===== config.mk =====
export PLATFORM = sky130hd
export DESIGN_NAME = lsu_mem_arbiter_flat
export DESIGN_NICKNAME = d
export VERILOG_FILES = /design/src/rtl/gpu_mem_pkg.sv /design/src/rtl/lsu_mem_arbiter_if.sv /design/src/rtl/lsu_mem_arbiter_rr_priority_picker.sv /design/src/rtl/lsu_mem_arbiter.sv /design/src/flat_wrapper.sv
export SDC_FILE = /design/constraint.sdc
export NUM_CORES = 1
export LEC_CHECK = 0
export ABC_AREA = 0
export BUFFER_PORTS_ARGS = -buffer_cell sky130_fd_sc_hd__buf_2
export CORE_MARGIN = 3
export CORE_UTILIZATION = 40
export CTS_CLUSTER_SIZE = 12
export DETAILED_ROUTE_END_ITERATION = 16
export PLACE_DENSITY_LB_ADDON = 0.05
export SLEW_MARGIN = 20
export SYNTH_ARGS = -nofsm -noshare
export SYNTH_HDL_FRONTEND = slang
export SYNTH_SLANG_ARGS = --single-unit

===== constraint.sdc =====
create_clock -name clk -period 5.3 [get_ports clk]
set_input_delay 0.265 -clock clk [delete_from_list [all_inputs] [get_ports clk]]
set_output_delay 0.265 -clock clk [all_outputs]
set_load 0.02 [all_outputs]

===== src/rtl/gpu_mem_pkg.sv =====
// Shared data-memory types: arbiter FSM states and default bus widths
// used by the LSUs, the arbiter and the memory controller.
package gpu_mem_pkg;

  localparam int MEM_ADDR_BITS = 8;
  localparam int MEM_DATA_BITS = 8;

  typedef enum logic [1:0] {
    IDLE,
    READ_WAIT,
    WRITE_WAIT,
    RELEASE
  } arb_state_e;

endpackage


===== src/rtl/lsu_mem_arbiter_if.sv =====
// Single data-memory channel: one read port and one write port,
// each a valid/ready handshake. master issues, slave answers.
interface lsu_mem_arbiter_if
  import gpu_mem_pkg::*;
#(
  parameter int ADDR_BITS = MEM_ADDR_BITS,
  parameter int DATA_BITS = MEM_DATA_BITS
);

  logic                 mem_read_valid;
  logic [ADDR_BITS-1:0] mem_read_address;
  logic                 mem_read_ready;
  logic [DATA_BITS-1:0] mem_read_data;
  logic                 mem_write_valid;
  logic [ADDR_BITS-1:0] mem_write_address;
  logic [DATA_BITS-1:0] mem_write_data;
  logic                 mem_write_ready;

  modport master (
    output mem_read_valid,
    output mem_read_address,
    input  mem_read_ready,
    input  mem_read_data,
    output mem_write_valid,
    output mem_write_address,
    output mem_write_data,
    input  mem_write_ready
  );

  modport slave (
    input  mem_read_valid,
    input  mem_read_address,
    output mem_read_ready,
    output mem_read_data,
    input  mem_write_valid,
    input  mem_write_address,
    input  mem_write_data,
    output mem_write_ready
  );

endinterface


===== src/rtl/lsu_mem_arbiter_rr_priority_picker.sv =====
// Round-robin search: first requester after last_grant, with
// wrap-around modulo NUM_CONSUMERS.
module rr_priority_picker #(
  parameter int NUM_CONSUMERS = 4,
  parameter int IDX_W = $clog2(NUM_CONSUMERS)
) (
  input  logic [NUM_CONSUMERS-1:0] req,
  input  logic [IDX_W-1:0]         last_grant,
  output logic                     found,
  output logic [IDX_W-1:0]         next_grant
);

  logic [IDX_W-1:0] idx;

  always_comb begin
    found = 1'b0;
    next_grant = '0;
    idx = '0;
    for (int k = 1; k <= NUM_CONSUMERS; k++) begin
      idx = IDX_W'((int'(last_grant) + k) % NUM_CONSUMERS);
      if (!found && req[idx]) begin
        found = 1'b1;
        next_grant = idx;
      end
    end
  end

endmodule


===== src/rtl/lsu_mem_arbiter.sv =====
// Round-robin arbiter serialising per-thread LSU requests onto one
// data-memory channel; one transaction open at a time.
module lsu_mem_arbiter
  import gpu_mem_pkg::*;
#(
  parameter int NUM_CONSUMERS = 4,
  parameter int ADDR_BITS = MEM_ADDR_BITS,
  parameter int DATA_BITS = MEM_DATA_BITS
) (
  input  logic                               clk,
  input  logic                               reset,
  input  logic [NUM_CONSUMERS-1:0]           consumer_read_valid,
  input  logic [NUM_CONSUMERS*ADDR_BITS-1:0] consumer_read_address,
  output logic [NUM_CONSUMERS-1:0]           consumer_read_ready,
  output logic [NUM_CONSUMERS*DATA_BITS-1:0] consumer_read_data,
  input  logic [NUM_CONSUMERS-1:0]           consumer_write_valid,
  input  logic [NUM_CONSUMERS*ADDR_BITS-1:0] consumer_write_address,
  input  logic [NUM_CONSUMERS*DATA_BITS-1:0] consumer_write_data,
  output logic [NUM_CONSUMERS-1:0]           consumer_write_ready,
  lsu_mem_arbiter_if.master                  mem
);

  localparam int IDX_W = $clog2(NUM_CONSUMERS);
  localparam logic [IDX_W-1:0] LAST_IDX = IDX_W'(NUM_CONSUMERS - 1);

  arb_state_e state_q, state_d;
  logic [IDX_W-1:0] grant_q, grant_d;
  logic [IDX_W-1:0] last_grant_q, last_grant_d;
  logic mrv_q, mrv_d;
  logic [ADDR_BITS-1:0] mra_q, mra_d;
  logic mwv_q, mwv_d;
  logic [ADDR_BITS-1:0] mwa_q, mwa_d;
  logic [DATA_BITS-1:0] mwd_q, mwd_d;
  logic [NUM_CONSUMERS-1:0] crr_q, crr_d;
  logic [NUM_CONSUMERS-1:0] cwr_q, cwr_d;
  logic [NUM_CONSUMERS*DATA_BITS-1:0] crd_q, crd_d;

  logic [NUM_CONSUMERS-1:0] req;
  logic found;
  logic [IDX_W-1:0] next_grant;
  logic rd_hold;
  logic wr_hold;

  assign req = consumer_read_valid | consumer_write_valid;

  rr_priority_picker #(
    .NUM_CONSUMERS(NUM_CONSUMERS),
    .IDX_W(IDX_W)
  ) u_picker (
    .req(req),
    .last_grant(last_grant_q),
    .found(found),
    .next_grant(next_grant)
  );

  // Hold only on the handshake just completed, so a write queued
  // behind a read on the same LSU can still be re-arbitrated.
  assign rd_hold = crr_q[grant_q] & consumer_read_valid[grant_q];
  assign wr_hold = cwr_q[grant_q] & consumer_write_valid[grant_q];

  always_comb begin
    state_d = state_q;
    grant_d = grant_q;
    last_grant_d = last_grant_q;
    mrv_d = mrv_q;
    mra_d = mra_q;
    mwv_d = mwv_q;
    mwa_d = mwa_q;
    mwd_d = mwd_q;
    crr_d = crr_q;
    cwr_d = cwr_q;
    crd_d = crd_q;
    unique case (state_q)
      IDLE: begin
        if (found) begin
          grant_d = next_grant;
          last_grant_d = next_grant;
          if (consumer_read_valid[next_grant]) begin
            mrv_d = 1'b1;
            mra_d = consumer_read_address[next_grant*ADDR_BITS +: ADDR_BITS];
            state_d = READ_WAIT;
          end else begin
            mwv_d = 1'b1;
            mwa_d = consumer_write_address[next_grant*ADDR_BITS +: ADDR_BITS];
            mwd_d = consumer_write_data[next_grant*DATA_BITS +: DATA_BITS];
            state_d = WRITE_WAIT;
          end
        end
      end
      READ_WAIT: begin
        if (mem.mem_read_ready) begin
          mrv_d = 1'b0;
          crr_d[grant_q] = 1'b1;
          crd_d[grant_q*DATA_BITS +: DATA_BITS] = mem.mem_read_data;
          state_d = RELEASE;
        end
      end
      WRITE_WAIT: begin
        if (mem.mem_write_ready) begin
          mwv_d = 1'b0;
          cwr_d[grant_q] = 1'b1;
          state_d = RELEASE;
        end
      end
      RELEASE: begin
        if (!rd_hold && !wr_hold) begin
          crr_d[grant_q] = 1'b0;
          cwr_d[grant_q] = 1'b0;
          state_d = IDLE;
        end
      end
      default: state_d = IDLE;
    endcase
  end

  always_ff @(posedge clk) begin
    if (reset) begin
      state_q <= IDLE;
      grant_q <= '0;
      last_grant_q <= LAST_IDX;
      mrv_q <= 1'b0;
      mra_q <= '0;
      mwv_q <= 1'b0;
      mwa_q <= '0;
      mwd_q <= '0;
      crr_q <= '0;
      cwr_q <= '0;
      crd_q <= '0;
    end else begin
      state_q <= state_d;
      grant_q <= grant_d;
      last_grant_q <= last_grant_d;
      mrv_q <= mrv_d;
      mra_q <= mra_d;
      mwv_q <= mwv_d;
      mwa_q <= mwa_d;
      mwd_q <= mwd_d;
      crr_q <= crr_d;
      cwr_q <= cwr_d;
      crd_q <= crd_d;
    end
  end

  assign mem.mem_read_valid = mrv_q;
  assign mem.mem_read_address = mra_q;
  assign mem.mem_write_valid = mwv_q;
  assign mem.mem_write_address = mwa_q;
  assign mem.mem_write_data = mwd_q;
  assign consumer_read_ready = crr_q;
  assign consumer_write_ready = cwr_q;
  assign consumer_read_data = crd_q;

endmodule


===== src/flat_wrapper.sv =====
// flat-port wrapper written by rule: the top's interface ports become plain ports
module lsu_mem_arbiter_flat import gpu_mem_pkg::*;
#(
  parameter int NUM_CONSUMERS = 4,
  parameter int ADDR_BITS = MEM_ADDR_BITS,
  parameter int DATA_BITS = MEM_DATA_BITS
)
  (clk, reset, consumer_read_valid, consumer_read_address, consumer_read_ready, consumer_read_data, consumer_write_valid, consumer_write_address, consumer_write_data, consumer_write_ready, mem_mem_read_valid, mem_mem_read_address, mem_mem_read_ready, mem_mem_read_data, mem_mem_write_valid, mem_mem_write_address, mem_mem_write_data, mem_mem_write_ready);
  lsu_mem_arbiter_if #(.ADDR_BITS(ADDR_BITS), .DATA_BITS(DATA_BITS)) mem_i ();
  input  logic clk;
  input  logic reset;
  input  logic [NUM_CONSUMERS-1:0] consumer_read_valid;
  input  logic [NUM_CONSUMERS*ADDR_BITS-1:0] consumer_read_address;
  output logic [NUM_CONSUMERS-1:0] consumer_read_ready;
  output logic [NUM_CONSUMERS*DATA_BITS-1:0] consumer_read_data;
  input  logic [NUM_CONSUMERS-1:0] consumer_write_valid;
  input  logic [NUM_CONSUMERS*ADDR_BITS-1:0] consumer_write_address;
  input  logic [NUM_CONSUMERS*DATA_BITS-1:0] consumer_write_data;
  output logic [NUM_CONSUMERS-1:0] consumer_write_ready;
  output wire logic [$bits(mem_i.mem_read_valid)-1:0] mem_mem_read_valid;
  output wire logic [$bits(mem_i.mem_read_address)-1:0] mem_mem_read_address;
  input wire logic [$bits(mem_i.mem_read_ready)-1:0] mem_mem_read_ready;
  input wire logic [$bits(mem_i.mem_read_data)-1:0] mem_mem_read_data;
  output wire logic [$bits(mem_i.mem_write_valid)-1:0] mem_mem_write_valid;
  output wire logic [$bits(mem_i.mem_write_address)-1:0] mem_mem_write_address;
  output wire logic [$bits(mem_i.mem_write_data)-1:0] mem_mem_write_data;
  input wire logic [$bits(mem_i.mem_write_ready)-1:0] mem_mem_write_ready;
  assign mem_mem_read_valid = mem_i.mem_read_valid;
  assign mem_mem_read_address = mem_i.mem_read_address;
  assign mem_i.mem_read_ready = mem_mem_read_ready;
  assign mem_i.mem_read_data = mem_mem_read_data;
  assign mem_mem_write_valid = mem_i.mem_write_valid;
  assign mem_mem_write_address = mem_i.mem_write_address;
  assign mem_mem_write_data = mem_i.mem_write_data;
  assign mem_i.mem_write_ready = mem_mem_write_ready;
  lsu_mem_arbiter #(.NUM_CONSUMERS(NUM_CONSUMERS), .ADDR_BITS(ADDR_BITS), .DATA_BITS(DATA_BITS)) u_core (.clk(clk), .reset(reset), .consumer_read_valid(consumer_read_valid), .consumer_read_address(consumer_read_address), .consumer_read_ready(consumer_read_ready), .consumer_read_data(consumer_read_data), .consumer_write_valid(consumer_write_valid), .consumer_write_address(consumer_write_address), .consumer_write_data(consumer_write_data), .consumer_write_ready(consumer_write_ready), .mem(mem_i));
endmodule

==> results_dict.tcl <==
set metrics [dict create \
    p_sw_mw 1.12 \
    ir_drop_mv 0.284 \
    area_growth_pct 31.0 \
    drive_above_1_share_pct 36.2 \
    vias 4012 \
    rsz0062_at_grt "false" \
    gp_congestion 0.847 \
    dieWidth_um 106 \
    ctsResizeCount 0 \
    die_area_um2 11200 \
    relSlewSlack_pct 38.3 \
    overflow 0 \
    num-fill-cells 974 \
    die_y_um 106 \
    swShare_pct 42.7 \
    yosys-top-cells-count "72 x dfxtp_1, 57 x mux2i_1, 51 x nand2_1, 51 x nor2_1, 36 x a22oi_1" \
    max-clock-path-buffers 2 \
    fmax_ghz 0.351 \
    comb_power_share_pct 52.0 \
    cp.required_ps 5570 \
    ant_nets 0 \
    cts.sinks 72 \
    hold_viol_final 0 \
    htreeDepth 3 \
    synth_area_um2 3990 \
    synthCells 456 \
    core_um2 9460 \
    synth_cell_type_count 48 \
    grt_max_degree 59 \
    drv_slew 0 \
    drtIter0Drc 163 \
    fin_setup_tns_ps 0 \
    power_per_cell_area_nw_per_um2 502 \
    fin_skew_ps 11.4 \
    drt-wirelength-per-cell_um 15.1 \
    dpl-instance-area_um2 4990 \
    cp.buffers_inverters 1 \
    synth_area_leader_cell "dfxtp_1" \
    final_area_um2 5230 \
    leakagePower_nw 2.54 \
    grt_pass1_vias 3829 \
    arrival_ps 3120 \
    ys_top_cells_by_area "dfxtp_1 36%, mux2i_1 14%, a22oi_1 6.8%" \
    end_kind "register" \
    cts_inserted_buffers 9 \
    fin_nets 749 \
    diodes 0 \
    port_buffers 181 \
    post-cts-setup-buffers 0 \
    path_clk_slew_ps 90 \
    finalCriticalPeriod_ps 2850 \
    initial_core_util_pct 42.2 \
    yosys_warnings 0 \
    synth_fa_ha_area_share_pct 2.82 \
    ys_seq_elements 72 \
    fin_util_pct 55.2 \
    tightest_slew_ps 921 \
    tritoncts "done" \
    avgSynthCellArea_um2 8.75 \
    yosysMostFrequentCell "dfxtp_1" \
    synth-xor-area-share_pct 0 \
    boundaryPins 182 \
    routed_wl_um 11400 \
    drt_pass1_iterations 4 \
    viasPerCell 5.29 \
    yosysSeqAreaShare_pct 36.1 \
    root_buffer "clkbuf_8" \
    worst_setup_path_start_kind "register" \
    cts-hold-fix-buffers 0 \
    status "finished, final reports clean" \
    synth_top_family_by_area "compound AO/OA/AOI/OAI gates" \
    synth-edff-count 0 \
    maxCapViolations 0 \
    cp_cell_sequence "o21ba_1 -> a211o_1 -> a32oi_4 -> buf_4 -> and4b_4 -> o21ai_4 -> mux2i_1" \
    cp_max_fo 45 \
    place_hpwl_um 8640 \
    drc_errors 0 \
    antenna_found_initial 0 \
    p_int_mw 1.50 \
    setup_viol 0 \
    async_flop_share_pct 0 \
    slowest_stage "o21ai_4" \
    synthMuxAreaShare_pct 19.4 \
    yosys.area_share.simple_pct 13.7 \
    critPathTopFamily "compound AO/OA/AOI/OAI gates" \
    clk_latency_ps 350 \
    cpPeakStageDelay_ps 590 \
    fin_total_pwr_mw 2.62 \
    worstHoldPathType "primary input to register" \
    path_class "register to register" \
    clkPwrFrac_pct 19.4 \
    synth_top_area_share_pct 36.1 \
    placementRows 35 \
    grt_pass1_wl_um 18000 \
    synthFlopType "dfxtp_1" \
    grt_usage_pct 19.4 \
    synth_fp_nets 581 \
    power.share.sequential_pct 28.6 \
    timing.final.crit_share_pct 53.7 \
    synth-compound-area-share_pct 23.1 \
    reg2reg_slack_ps 2450 \
]
-- kinds of logic after synthesis --
group	count (synthesis)
simple gates	128
buf+inv	47
mux	74
flops	72
fa+ha+maj	9
compound gates	126
-- stage by stage --
| step | hold WS [ps] | instances | setup slack [ps] |
|---|---|---|---|
| after floorplan | 413 | 456 | 3070 |
| after global placement | 443 | 742 | 2370 |
| after detailed placement | 452 | 742 | 2280 |
| after CTS | 196 | 758 | 2470 |
| after global routing | 201 | 758 | 2250 |
| final | 209 | 758 | 2450 |
-- power by group through the flow --
| stage | combinational, mW | sequential, mW | clock, mW |
|---|---|---|---|
| global route | 1.50 | 0.768 | 0.546 |
| finish | 1.36 | 0.752 | 0.509 |
| global placement | 1.36 | 0.762 | 0 |
| detailed placement | 1.37 | 0.761 | 0 |
| CTS | 1.37 | 0.751 | 0.523 |
| floorplan | 0.930 | 0.871 | 0 |
-- layout make-up --
cell class                      instances  area [um^2]  area share, %
Clock buffer                            9          124           2.37
Clock inverter                          7          109           2.08
Inverter                               17         63.8           1.22
Multi-Input combinational cell        337         2370           45.4
Sequential cell                        72         1440           27.6
Tap cell                              129          161           3.09
Timing Repair Buffer                  187          953           18.2
-- tightest hold or removal path: cells and delay by family --
family / cells / cell delay, ps
simple gates: 1 / 70
compound gates: 1 / 70
buf+inv: 1 / 110
-- metal layers --
layer / up-vias / global-route usage, % / part of all wire (%)
met5: - / 0 / 0
met4: 0 / 3.52 / 0.71
met3: 7 / 5.27 / 7.1
met2: 131 / 33.8 / 50
met1: 1866 / 24.1 / 42
li1: 2008 / - / -
-- cell usage in the layout, fill, tap and decap left out, types with 3 or more instances in the layout --
| master | netlist | routed |
|---|---|---|
| nand3_1 | 10 | 10 |
| and2_1 | 3 | 3 |
| mux2i_1 | 57 | 57 |
| nor4_1 | 3 | 3 |
| o31ai_1 | 9 | 9 |
| o21ai_0 | 9 | 9 |
| a21oi_1 | 23 | 23 |
| nand2_1 | 51 | 51 |
| o211ai_1 | 24 | 24 |
| buf_2 | 8 | 180 |
| mux2_2 | 16 | 16 |
| nor4b_1 | 3 | 3 |
| a22oi_1 | 36 | 36 |
| buf_4 | 2 | 7 |
| dfxtp_1 | 72 | 72 |
| nor2_1 | 51 | 51 |
| clkbuf_8 | 0 | 9 |
| ha_1 | 9 | 9 |
| inv_1 | 16 | 16 |
-- final timing paths --
check                                     to  depth (start not counted)                       startpoint
max          u_core.mem.mem_write_address[7]                          7           u_core.last_grant_q[0]
min             u_core.consumer_read_data[0]                          3             mem_mem_read_data[0]
min reg2reg  u_core.mem.mem_write_address[0]                          2  u_core.mem.mem_write_address[0]
max reg2reg  u_core.mem.mem_write_address[7]                          7           u_core.last_grant_q[0]
Note: power is estimated with default switching activity, not from simulation.
